## src/rtl/pcore_interface_defs.sv

```systemverilog
// Shared definitions for the fetch/decode boundary of the core.
// Holds the fetch-align FSM states and the decoder-facing bundle.
package pcore_interface_defs;

    localparam logic [1:0] C_OPC_FULL = 2'b11;

    typedef enum logic [1:0] {
        F_IDLE,
        F_REQ,
        F_WAIT
    } type_fetch_align_state_e;

    typedef struct packed {
        logic [31:0] instr;
        logic [31:0] pc;
        logic        comp;
        logic        valid;
    } type_fetch_align_if;

endpackage

```

## src/rtl/c_hw_queue.sv

```systemverilog
// Three-entry halfword shift queue; entry 0 is the oldest halfword.
// Supports pop of 0-2 and push of 0-2 halfwords in the same cycle.
module c_hw_queue (
    input  logic        clk,
    input  logic        rst,
    input  logic        flush,
    input  logic [1:0]  pop_n,
    input  logic [1:0]  push_n,
    input  logic [15:0] push_d0,
    input  logic [15:0] push_d1,
    output logic [15:0] hw0,
    output logic [15:0] hw1,
    output logic [1:0]  count
);

    logic [2:0][15:0] q;
    logic [2:0][15:0] q_n;
    logic [2:0][15:0] shifted;
    logic [1:0]       cnt_q;
    logic [1:0]       cnt_n;
    logic [1:0]       base;

    always_comb begin
        shifted = q;
        unique case (pop_n)
            2'd1:    shifted = {16'h0, q[2], q[1]};
            2'd2:    shifted = {16'h0, 16'h0, q[2]};
            default: shifted = q;
        endcase
    end

    // New halfwords land directly behind whatever survives the pop.
    always_comb begin
        base  = cnt_q - pop_n;
        cnt_n = base + push_n;
        q_n   = shifted;
        for (int i = 0; i < 3; i++) begin
            if (push_n != 2'd0 && 2'(i) == base)
                q_n[i] = push_d0;
            else if (push_n == 2'd2 && 2'(i) == base + 2'd1)
                q_n[i] = push_d1;
        end
        if (flush) begin
            cnt_n = 2'd0;
            q_n   = '0;
        end
    end

    always_ff @(posedge clk) begin
        if (rst) begin
            q     <= '0;
            cnt_q <= 2'd0;
        end else begin
            q     <= q_n;
            cnt_q <= cnt_n;
        end
    end

    assign hw0   = q[0];
    assign hw1   = q[1];
    assign count = cnt_q;

endmodule

```

## src/rtl/c_fetch_align.sv

```systemverilog
// Fetch realignment: word fetches in, aligned 16/32-bit instructions out.
// One outstanding fetch; redirects flush the queue and drop in-flight data.
module c_fetch_align
    import pcore_interface_defs::*;
#(
    parameter int                ADDR_W   = 32,
    parameter logic [ADDR_W-1:0] RESET_PC = '0
) (
    input  logic              clk,
    input  logic              rst,
    input  logic              redirect_i,
    input  logic [ADDR_W-1:0] redirect_pc_i,
    output logic              imem_req_o,
    output logic [ADDR_W-1:0] imem_addr_o,
    input  logic              imem_gnt_i,
    input  logic              imem_rsp_valid_i,
    input  logic [31:0]       imem_rdata_i,
    output logic              instr_valid_o,
    input  logic              instr_ready_i,
    output logic [31:0]       instr_o,
    output logic [ADDR_W-1:0] instr_pc_o,
    output logic              instr_comp_o
);

    type_fetch_align_state_e state;
    type_fetch_align_state_e state_n;

    logic [15:0]       hw0;
    logic [15:0]       hw1;
    logic [1:0]        count;
    logic [1:0]        cnt_after_pop;
    logic [1:0]        pop_n;
    logic [1:0]        push_n;
    logic [15:0]       push_d0;
    logic              comp;
    logic              valid;
    logic              fire;
    logic              rsp_take;
    logic              push_ok;
    logic              drop;
    logic              skip_lo;
    logic [ADDR_W-1:0] out_pc;
    logic [ADDR_W-1:0] fetch_addr;
    logic [ADDR_W-1:0] req_addr;
    logic [ADDR_W-1:0] redir_hw;
    logic [ADDR_W-1:0] redir_word;

    assign redir_hw   = redirect_pc_i & ~ADDR_W'(1);
    assign redir_word = redirect_pc_i & ~ADDR_W'(3);

    assign comp  = (hw0[1:0] != C_OPC_FULL);
    assign valid = (count != 2'd0 && comp) || (count >= 2'd2 && !comp);
    assign fire  = valid && instr_ready_i;
    assign pop_n = !fire ? 2'd0 : (comp ? 2'd1 : 2'd2);

    assign rsp_take = (state == F_WAIT) && imem_rsp_valid_i;
    assign push_ok  = rsp_take && !drop && !redirect_i;
    assign push_n   = !push_ok ? 2'd0 : (skip_lo ? 2'd1 : 2'd2);
    assign push_d0  = skip_lo ? imem_rdata_i[31:16] : imem_rdata_i[15:0];

    assign cnt_after_pop = redirect_i ? 2'd0 : count - pop_n;

    c_hw_queue u_queue (
        .clk     (clk),
        .rst     (rst),
        .flush   (redirect_i),
        .pop_n   (pop_n),
        .push_n  (push_n),
        .push_d0 (push_d0),
        .push_d1 (imem_rdata_i[31:16]),
        .hw0     (hw0),
        .hw1     (hw1),
        .count   (count)
    );

    always_ff @(posedge clk) begin
        if (rst)
            state <= F_IDLE;
        else
            state <= state_n;
    end

    always_comb begin
        state_n = state;
        unique case (state)
            F_IDLE: if (cnt_after_pop <= 2'd1) state_n = F_REQ;
            F_REQ:  if (imem_gnt_i) state_n = F_WAIT;
            F_WAIT: if (imem_rsp_valid_i) state_n = F_IDLE;
            default: state_n = F_IDLE;
        endcase
    end

    always_comb begin
        imem_req_o  = 1'b0;
        imem_addr_o = '0;
        if (state == F_REQ) begin
            imem_req_o  = 1'b1;
            imem_addr_o = req_addr;
        end
    end

    always_ff @(posedge clk) begin
        if (rst) begin
            out_pc     <= RESET_PC;
            fetch_addr <= RESET_PC & ~ADDR_W'(3);
            req_addr   <= '0;
            skip_lo    <= RESET_PC[1];
            drop       <= 1'b0;
        end else begin
            if (redirect_i)
                out_pc <= redir_hw;
            else if (fire)
                out_pc <= out_pc + ADDR_W'(comp ? 2 : 4);

            // A redirect taken while in F_REQ already moved fetch_addr.
            if (redirect_i)
                fetch_addr <= redir_word;
            else if (state == F_REQ && imem_gnt_i && !drop)
                fetch_addr <= fetch_addr + ADDR_W'(4);

            if (state == F_IDLE && state_n == F_REQ)
                req_addr <= redirect_i ? redir_word : fetch_addr;

            if (redirect_i)
                skip_lo <= redirect_pc_i[1];
            else if (push_ok)
                skip_lo <= 1'b0;

            if (rsp_take)
                drop <= 1'b0;
            else if (redirect_i && state != F_IDLE)
                drop <= 1'b1;
        end
    end

    assign instr_valid_o = valid;
    assign instr_comp_o  = valid && comp;
    assign instr_pc_o    = valid ? out_pc : '0;
    assign instr_o       = !valid ? 32'h0 :
                           comp   ? {16'h0, hw0} : {hw1, hw0};

endmodule

```

## config.mk

```make
export PLATFORM = sky130hd
export DESIGN_NAME = c_fetch_align
export DESIGN_NICKNAME = d
export VERILOG_FILES = /design/src/rtl/pcore_interface_defs.sv /design/src/rtl/c_hw_queue.sv /design/src/rtl/c_fetch_align.sv
export SDC_FILE = /design/constraint.sdc
export NUM_CORES = 1
export LEC_CHECK = 0
export CAP_MARGIN = 10
export CORE_MARGIN = 3
export CORE_UTILIZATION = 45
export CTS_CLUSTER_DIAMETER = 50
export DETAILED_ROUTE_END_ITERATION = 8
export PLACE_DENSITY = 0.74
export RECOVER_POWER = 50
export SLEW_MARGIN = 20
export SYNTH_ARGS = -nofsm -noshare
export SYNTH_HDL_FRONTEND = slang
export SYNTH_SLANG_ARGS = --single-unit
```

## constraint.sdc

```tcl
create_clock -name clk -period 2.6 [get_ports clk]
set_clock_uncertainty 0.05 [all_clocks]
set_input_delay 0.52 -clock clk [delete_from_list [all_inputs] [get_ports clk]]
set_output_delay 0.52 -clock clk [all_outputs]
set_load 0.05 [all_outputs]
```

[Word level (Yosys, flattened, before mapping)]
Cells that the tools add are included.
Cells by class
  shift operators: 0
  reduce and logical (&&, ||, !) cells: 35
  $add $sub $neg: 5
  bitwise logic cells: 0
  divide/modulo/power cells: 0
  equal/unequal tests: 11
  magnitude comparators: 2
  $mul: 0
  mux-type cells: 30
Operators with widths (number)
  32-bit two-way mux: 9
  16-bit two-way mux: 7
  48-bit one-hot mux with 2 select lines: 1
  32-bit by 3-bit adder with 32-bit output: 1
  32-bit by 3-bit adder with 32-bit output (second input constant): 1
  1-bit logical AND: 17
  2-bit two-way mux: 8
  2-bit nonzero test: 6
  4-bit nonzero test: 3
  2-bit by 1-bit equality test with 1-bit output (second input constant): 3
  2-bit equality test (second input constant): 3
  2-bit zero test: 3
  2-bit one-hot mux with 3 select lines: 1
  1-bit by 2-bit equality test with 1-bit output (first input constant): 2
  2-bit equality test (first input constant): 2
  2-bit OR reduction: 2
  1-bit zero test: 3
  1-bit two-way mux: 3
  3-bit two-way mux: 1
  2-bit by 1-bit adder with 2-bit output (second input constant): 1
  2-bit adder: 1
  2-bit >= comparator (second input constant): 1
  2-bit by 1-bit less-or-equal comparator with 1-bit output (second input constant): 1
  2-bit inequality test (second input constant): 1
  other kinds (2): 2
Word-level totals
  RAM bits: 0
  logic and storage cells: 95
  memories: 0
  input port bits: 70
  register bits after elaboration: 150
  latch bits: 0
  memory bits (read-only): 0
  output and inout port bits: 99

[Longest topological paths before layout]
Gate-level depths: netlist of run 1.
  depth after elaboration: 13
  gate-level depth with buffers: 13

[By module]
From an unflattened synthesis of run 1, not the netlist that was laid out.
Second synthesis, totals
  cell total of the unflattened synthesis: 1015
  area total of the unflattened synthesis: 8833.5 um^2
By module, submodules not included
  c_fetch_align: area an instance 5601.6 um^2, instances 1, cells an instance 665
  c_hw_queue: area an instance 3231.8 um^2, instances 1, cells an instance 350

[Least setup slack after synthesis of run 1]
Ideal clock, no wire load.
  path type: reg-to-reg
  start: register u_queue.q, in the netlist u_queue.hw0[1]
  end: register u_queue.q[32] (netlist name)
  slack: -0.656 ns
  arrival time: 3.149 ns
  library setup time: 0.057 ns
  period minus slack after synthesis: 3.256 ns
  stages on the path, launching flop included: 13
  required time: 2.493 ns
  cells stage by stage: dfxtp_1 > buf_2 > nand2_1 > inv_1 > a21oi_1 > and2_1 > ha_1 > nor2b_2 > a211oi_4 > nor3b_1 > buf_4 > o2bb2ai_1 > a21o_1
Between the ends
  cells in the longest elaborated chain, start to end: 12
  elaborated cells between the ends (all ways): 19
  classes of those cells: add/sub: 2; eq/ne: 5; mux: 4; reduce/logical: 8
Ends and longest elaborated chain
  start: declaration: RTL line c_hw_queue.sv:16  | logic [2:0][15:0] q;
  start signal: assignment: RTL line c_hw_queue.sv:54  | q <= q_n;
  2-bit inequality test (*): RTL line c_fetch_align.sv:51  | assign comp = (hw0[1:0] != C_OPC_FULL);
  1-bit zero test: RTL line c_fetch_align.sv:52  | assign valid = (count != 2'd0 && comp) || (count >= 2'd2 && !comp);
  1-bit logical AND: RTL line c_fetch_align.sv:52
  1-bit logical OR: RTL line c_fetch_align.sv:52
  1-bit logical AND: RTL line c_fetch_align.sv:53  | assign fire = valid && instr_ready_i;
  2-bit two-way mux (*): RTL line c_fetch_align.sv:54  | assign pop_n = !fire ? 2'd0 : (comp ? 2'd1 : 2'd2);
  2-bit subtractor: RTL line c_hw_queue.sv:34  | base = cnt_q - pop_n;
  2-bit by 1-bit adder with 2-bit output: RTL line c_hw_queue.sv:40  | else if (push_n == 2'd2 && 2'(i) == base + 2'd1)
  2-bit equality test: RTL line c_hw_queue.sv:40
  1-bit logical AND: RTL line c_hw_queue.sv:40
  16-bit two-way mux: RTL line c_hw_queue.sv:40
  16-bit two-way mux: RTL line c_hw_queue.sv:38  | if (push_n != 2'd0 && 2'(i) == base)
Mark *: on every way between the ends. The rest lies on a longest branch, timed or not.
A chain may end at the register's enable or synchronous reset.

[Final worst setup path of run 1]
  start: register u_queue.q, in the netlist u_queue.hw0[1]
  end: output port instr_o[5]
Between the ends
  cells in the longest elaborated chain, start to end: 5
  elaborated cells between the ends (all ways): 6
  classes of those cells: eq/ne: 1; mux: 1; reduce/logical: 4
Ends and longest elaborated chain
  2-bit inequality test (*): RTL line c_fetch_align.sv:51
  1-bit zero test: RTL line c_fetch_align.sv:52
  1-bit logical AND: RTL line c_fetch_align.sv:52
  1-bit logical OR (*): RTL line c_fetch_align.sv:52
  32-bit two-way mux (*): RTL line c_fetch_align.sv:139  | assign instr_o = !valid ? 32'h0 :
  end: declaration: RTL line c_fetch_align.sv:20  | output logic [31:0] instr_o,
Marked as above.

==> metrics, run 1 <==
status=completed; Worst-Skew Late Latency=approximately 0.43 ns; Syn. warnings=0; crit path DAT=1.94 ns; syn avg cell area=8.50 µm²; post-synthesis async set-or-reset flop share=0%; synth unique cells=75; post-layout minimum cycle time=roughly 2.5 ns; final hold slack=0.321 ns; EDFF count, synth=0; Final Hold Vio Count=0; drt drc=0; die span in y=144 µm; FMAX=398 MHz; Global Route Usage Sum=24.1%; Root Driver=clkbuf_16; setup_tns=0 ns; post-synthesis sequential area ratio=33.7%; period utilisation layout=96.6%; max-slew violation count=0; clock-pin transition on the worst setup and hold timing paths=roughly 0.070 ns; Die X=roughly 140 µm; commonest non-fill, non-tap cell in the layout=dfxtp_1; Seq cells post-synth=between 100 and 150; worst hold start=rst; die area=approximately 21000 µm²; slowest CP cell=dfxtp_1; first-pass GRT wire length=40400 µm; Post-Synthesis Cells=approximately 1000; Iteration-0 DRC Markers=765; Setup CP Type=reg2out; crit path max fanout=31; GR Overflow Total=0; Startpoint Class=register; P&R area growth vs syn=42.6%; I/O Buffers=164; Via density=5.67; Worst-Margin Slew=approximately 1.0 ns; Clock Sinks=approximately 150; Longest Clk Path Bufs=2; Util after Layout=about two thirds; Post-Place Worst Slack=-0.240 ns; CTS Buf Count=17; # rows=between 40 and 50; Most used DFF post-synth=dfxtp_1; fin worst setup slack=0.0895 ns; core area=18400 µm²; RSZ-0062 raised after global routing=false; antenna cells=0; share of layout cells above drive strength 1=18.3%; Max Cap Viol=0; synthesized area=8610 µm²; CP Cell Sequence=buf_4 > a21boi_0 > buf_4 > nor2_4 > buf_6 > nor2b_1 > buf_12; initial antenna violation count=0; CP Buf/Inv Count=4; vias=8095; largest net degree at the start of global routing=67; filler cell count=1447; DR pass1 iterations=5; Setup crit start=u_queue.hw0[1]$_SDFFE_PP0P_; Leak=4.64 nW; Final setup viols=0; slowest stage delay, CP=about 0.33 ns; TritonCTS clock tree=done; Relative slew margins=30.5%; hpwl dp=17900 µm; Top delay family on crit path=buffers and inverters; num ports=169; H-tree levels=4; pwr/cell area=472 nW/µm²; GP Congestion=0.816; final net count=1261; Worst VDD drop=0.443 mV; WL final=between 20000 and 30000 µm; Initial Util=a little under half; post-CTS setup buffers=0; critical path data required time=just over 2 ns; Hold Path Class=in2reg; Worst path most repeated cell=buf_4; CP endpoint kind=output port; FF-to-FF Start=u_queue.hw0[0]$_SDFFE_PP0P_; hold_buf cts=0; vias in the first global route=between 7000 and 8000; routed length per instance=17.7 µm; leading cell types in the layout, fill and taps excluded=dfxtp_1, buf_12, nand2_1; antenna-violating nets left=0
## metal layers
metal  vias up  track usage, %  routed length (µm)
li1       3947               -                   -
met1      3749            33.0               11200
met2       357            38.2               11600
met3        42            4.56                1920
met4         0            8.44                 514
met5         -               0                   0
## synthesized netlist by cell type, types with 5 or more instances
master,number,area share (%)
and3_1,5,0.36
and2_1,53,3.9
mux2i_1,63,7.3
nor4_1,8,0.58
nand2_1,75,3.3
nor2_1,51,2.2
xor2_1,15,1.5
a21boi_0,46,4.0
a21o_1,8,0.70
a32o_1,14,1.6
dfxtp_1,145,34
and4_1,10,1.0
buf_2,19,1.1
nor3b_1,7,0.61
nand4_1,13,0.94
nor2b_1,45,3.3
buf_4,11,0.96
nand3_1,29,1.7
nor3_1,21,1.2
a211oi_1,36,3.1
a221oi_1,16,1.6
a2bb2oi_1,8,0.81
nand2b_1,15,1.1
o2bb2ai_1,7,0.71
ha_1,5,0.73
xnor2_1,44,4.5
o21ai_0,32,1.9
a221o_1,8,0.93
buf_1,5,0.22
a21oi_1,44,2.6
inv_1,42,1.8
a22oi_1,14,1.2
clkbuf_1,44,1.9
## worst paths after layout
check,to,slack [ns],depth (start not counted)
worst max-delay path,instr_o[5],0.09,7
worst min-delay path,skip_lo$_SDFFE_PP0P_,0.32,2
worst max register to register,u_queue.hw1[1]$_SDFFE_PP0P_,0.17,12
worst min register to register,u_queue.q[38]$_SDFFE_PP0P_,0.43,1
## cell families (layout without fill, tap and decap cells)
group                      count (synthesis)  count (layout)  synth area share (%)
xor gates and xnor gates                  59              59                  6.00
other                                      1               3                0.0436
adders and majority gates                  6               6                 0.959
DFF                                      145             145                  33.7
and+or+nand+nor                          356             356                  23.5
buffers and inverters                    123             306                  6.22
muxes                                     64              64                  7.50
AOI/OAI and AO/OA                        259             259                  22.0
## layout make-up
| type | instances | area [µm²] | share of cell area, % |
|---|---|---|---|
| clock inverter | 14 | 134 | 1.09 |
| sequential | 145 | 2900 | 23.6 |
| clock buffer | 18 | 429 | 3.50 |
| inverter | 42 | 160 | 1.30 |
| tap | 229 | 287 | 2.33 |
| multi-input combinational | 747 | 5190 | 42.3 |
| timing repair buffer | 232 | 3170 | 25.8 |
## metrics by stage
| step | total power (W) | area (µm²) | std cells |
|---|---|---|---|
| final | 0.00579 | 12300 | 1427 |
| after floorplan | 0.00305 | 8700 | 1015 |
| after global placement | 0.00345 | 11800 | 1395 |
| after detailed placement | 0.00346 | 11800 | 1395 |
| after global routing | 0.00602 | 12300 | 1427 |
| after CTS | 0.00582 | 12400 | 1427 |
## registers in the layout, summed over array words and instances (netlist names)
| signal | cells |
|---|---|
| drop | 1 |
| fetch_addr | 30 |
| out_pc | 31 |
| req_addr | 30 |
| skip_lo | 1 |
| state | 2 |
| u_queue.count | 2 |
| u_queue.hw0 | 16 |
| u_queue.hw1 | 16 |
| u_queue.q | 16 |
## what timing repair did
item                                   in CTS  in global routing
gates resized for setup                     3                  2
endpoints found under the hold margin       0                  0
setup endpoints to repair                   2                 28
pin swaps                                   0                  0
## power breakdown
| part | internal [W] | switching (W) | total (W) |
|---|---|---|---|
| sequential | 0.00235 | 0.000114 | 0.00247 |
| clock | 0.00127 | 0.00110 | 0.00238 |
| combinational | 0.000451 | 0.000499 | 0.000950 |
## worst reg2reg max path, cell delays in order, from the launching register on
cell and delay (ns):
dfxtp_1 0.37, nand2_4 0.08, inv_4 0.08, a21oi_4 0.04
and2_1 0.14, ha_2 0.20, and4_4 0.21, a211oi_4 0.15
buf_4 0.20, and4b_2 0.36, buf_4 0.17, nand2b_1 0.06
a32o_1 0.25
No activity file was read; power rests on OpenSTA's default activity.
==> run 2, diff against run 1 <==
--- a/config.mk
+++ b/config.mk
@@ -5,12 +5,11 @@
 export SDC_FILE = /design/constraint.sdc
 export NUM_CORES = 1
 export LEC_CHECK = 0
-export CAP_MARGIN = 10
 export CORE_MARGIN = 3
 export CORE_UTILIZATION = 45
 export CTS_CLUSTER_DIAMETER = 50
 export DETAILED_ROUTE_END_ITERATION = 8
-export PLACE_DENSITY = 0.74
+export PLACE_DENSITY = 0.73
 export RECOVER_POWER = 50
 export SLEW_MARGIN = 20
 export SYNTH_ARGS = -nofsm -noshare
==> run 2 against run 1 <==
Critical endpoint is now instr_pc_o[29]. Core utilization fell by 0.35 points. Combinational power barely moved. First-iteration DRC count fell by 21%. Die area did not move. Fmax fell by 0.15%. Via count rose by 0.20%. Sequential cell count did not move. Worst hold slack got worse by 0.0049 ns. Largest cell class unchanged. Register-to-register slack got worse by 0.04 ns. Highest routed layer unchanged. Final area fell by 0.53%.
==> metrics, run 2 (synthesis gave the netlist of run 1 again) <==
WL final=25100 µm; die area=20800 µm²; RSZ-0062 raised after global routing=false; initial antenna violation count=0; first-pass GRT wire length=approximately 40000 µm; GP Congestion=about 0.85; crit path max fanout=43; crit path DAT=1.94 ns; Worst VDD drop=0.472 mV; clock-pin transition on the worst setup and hold timing paths=0.07 ns; antenna cells=0; Die X=144 µm; DP Area=11700 µm²; Final Hold Vio Count=0; Max Cap Viol=0; Reg2Reg Depth=12; final net count=between 1000 and 1500; routed length per instance=17.7 µm; H-tree levels=4; Largest regs=out_pc (31), fetch_addr (30), req_addr (30); # rows=about 50; Final setup viols=0; leading cell types in the layout, fill and taps excluded=dfxtp_1, buf_12, nand2_1; FF-to-FF Start=u_queue.hw0[0]$_SDFFE_PP0P_; GR Overflow Total=0; CTS Buf Count=17; Util after Layout=66.4%; period utilisation layout=96.7%; FMAX=398 MHz; post-CTS sizing=0; Worst-Margin Slew=1.24 ns; Iteration-0 DRC Markers=between 600 and 700; I/O Buffers=164; num ports=169; Setup crit start=u_queue.hw0[1]$_SDFFE_PP0P_; TritonCTS clock tree=done; Leak=4.61 nW; Clock Sinks=approximately 150; Startpoint Class=register; R2R Setup Slk=0.13 ns; Relative slew margins=around 18%; hpwl dp=17700 µm; Worst-Skew Late Latency=0.43 ns; hold_buf cts=0; status=completed; post-layout minimum cycle time=2.51 ns; drt drc=0; Critical path destination=instr_pc_o[29]; setup_tns=0 ns; max-slew violation count=0; Top reg by flops=out_pc; RR Endpoint=u_queue.q[44]$_SDFFE_PP0P_; core area=18400 µm²; vias in the first global route=7776; CP endpoint kind=output port; Hold Path Class=in2reg; commonest non-fill, non-tap cell in the layout=dfxtp_1; post-CTS setup buffers=0; Root Driver=clkbuf_16; vias=8111; Initial Util=46.8%; share of layout cells above drive strength 1=a little under a fifth; final instance area=12200 µm²; P&R area growth vs syn=41.9%; Longest Clk Path Bufs=2; largest net degree at the start of global routing=67; critical path data required time=2.03 ns; pwr/cell area=479 nW/µm²; worst hold start=rst; antenna-violating nets left=0; DR pass1 iterations=5; Global Route Usage Sum=23.9%; max FFs per register=31; final hold slack=0.316 ns; die span in y=144 µm; Via density=5.72; Setup CP Type=reg2out
==> run 2: worst min path at each step <==
stage,end,slack [ns],depth (start not counted)
3_3_place_gp,u_queue.q[42]$_SDFFE_PP0P_,0.41,1
3_5_place_dp,u_queue.q[43]$_SDFFE_PP0P_,0.42,1
6_report,skip_lo$_SDFFE_PP0P_,0.32,2
4_1_cts,skip_lo$_SDFFE_PP0P_,0.32,2
2_1_floorplan,u_queue.q[32]$_SDFFE_PP0P_,0.40,1
5_1_grt,out_pc[1]$_SDFFE_PP0P_,0.33,2
==> run 2: stage by stage <==
stage,std cells,worst slack [ns],total power [W]
floorplan,1015,0.00623,0.00305
global placement,1387,-0.168,0.00344
detailed placement,1387,-0.210,0.00346
CTS,1419,0.0327,0.00587
global route,1419,0.00298,0.00607
finish,1419,0.0858,0.00585
==> run 2: per-layer routing <==
metal	GRT usage [%]	vias to the layer above	share of wire [%]
met5	0	-	0
met4	8.54	0	2.0
met3	4.40	43	8.0
met2	38.1	368	46
met1	32.6	3761	44
li1	-	3939	-
==> run 2: cell type report <==
cell class	instances	area (µm²)
Multi-Input combinational cell	747	5190
Inverter	42	160
Clock inverter	14	148
Timing Repair Buffer	224	3100
Clock buffer	18	429
Fill cell	1487	6180
Tap cell	229	287
Sequential cell	145	2900
==> run 2: report_power, final <==
group | total (W) | internal, W | leakage [nW] | switching (W)
clock network | 0.00243 | 0.00135 | 0.274 | 0.00108
registers | 0.00247 | 0.00235 | 1.19 | 0.000115
logic | 0.000950 | 0.000450 | 3.15 | 0.000500
==> run 2: critical path: stages, from the launching register on <==
cell and delay (ns):
dfxtp_1 0.33, buf_4 0.17, a21boi_0 0.17, buf_4 0.16
nor2_4 0.04, buf_12 0.17, nor2b_1 0.22, buf_4 0.24
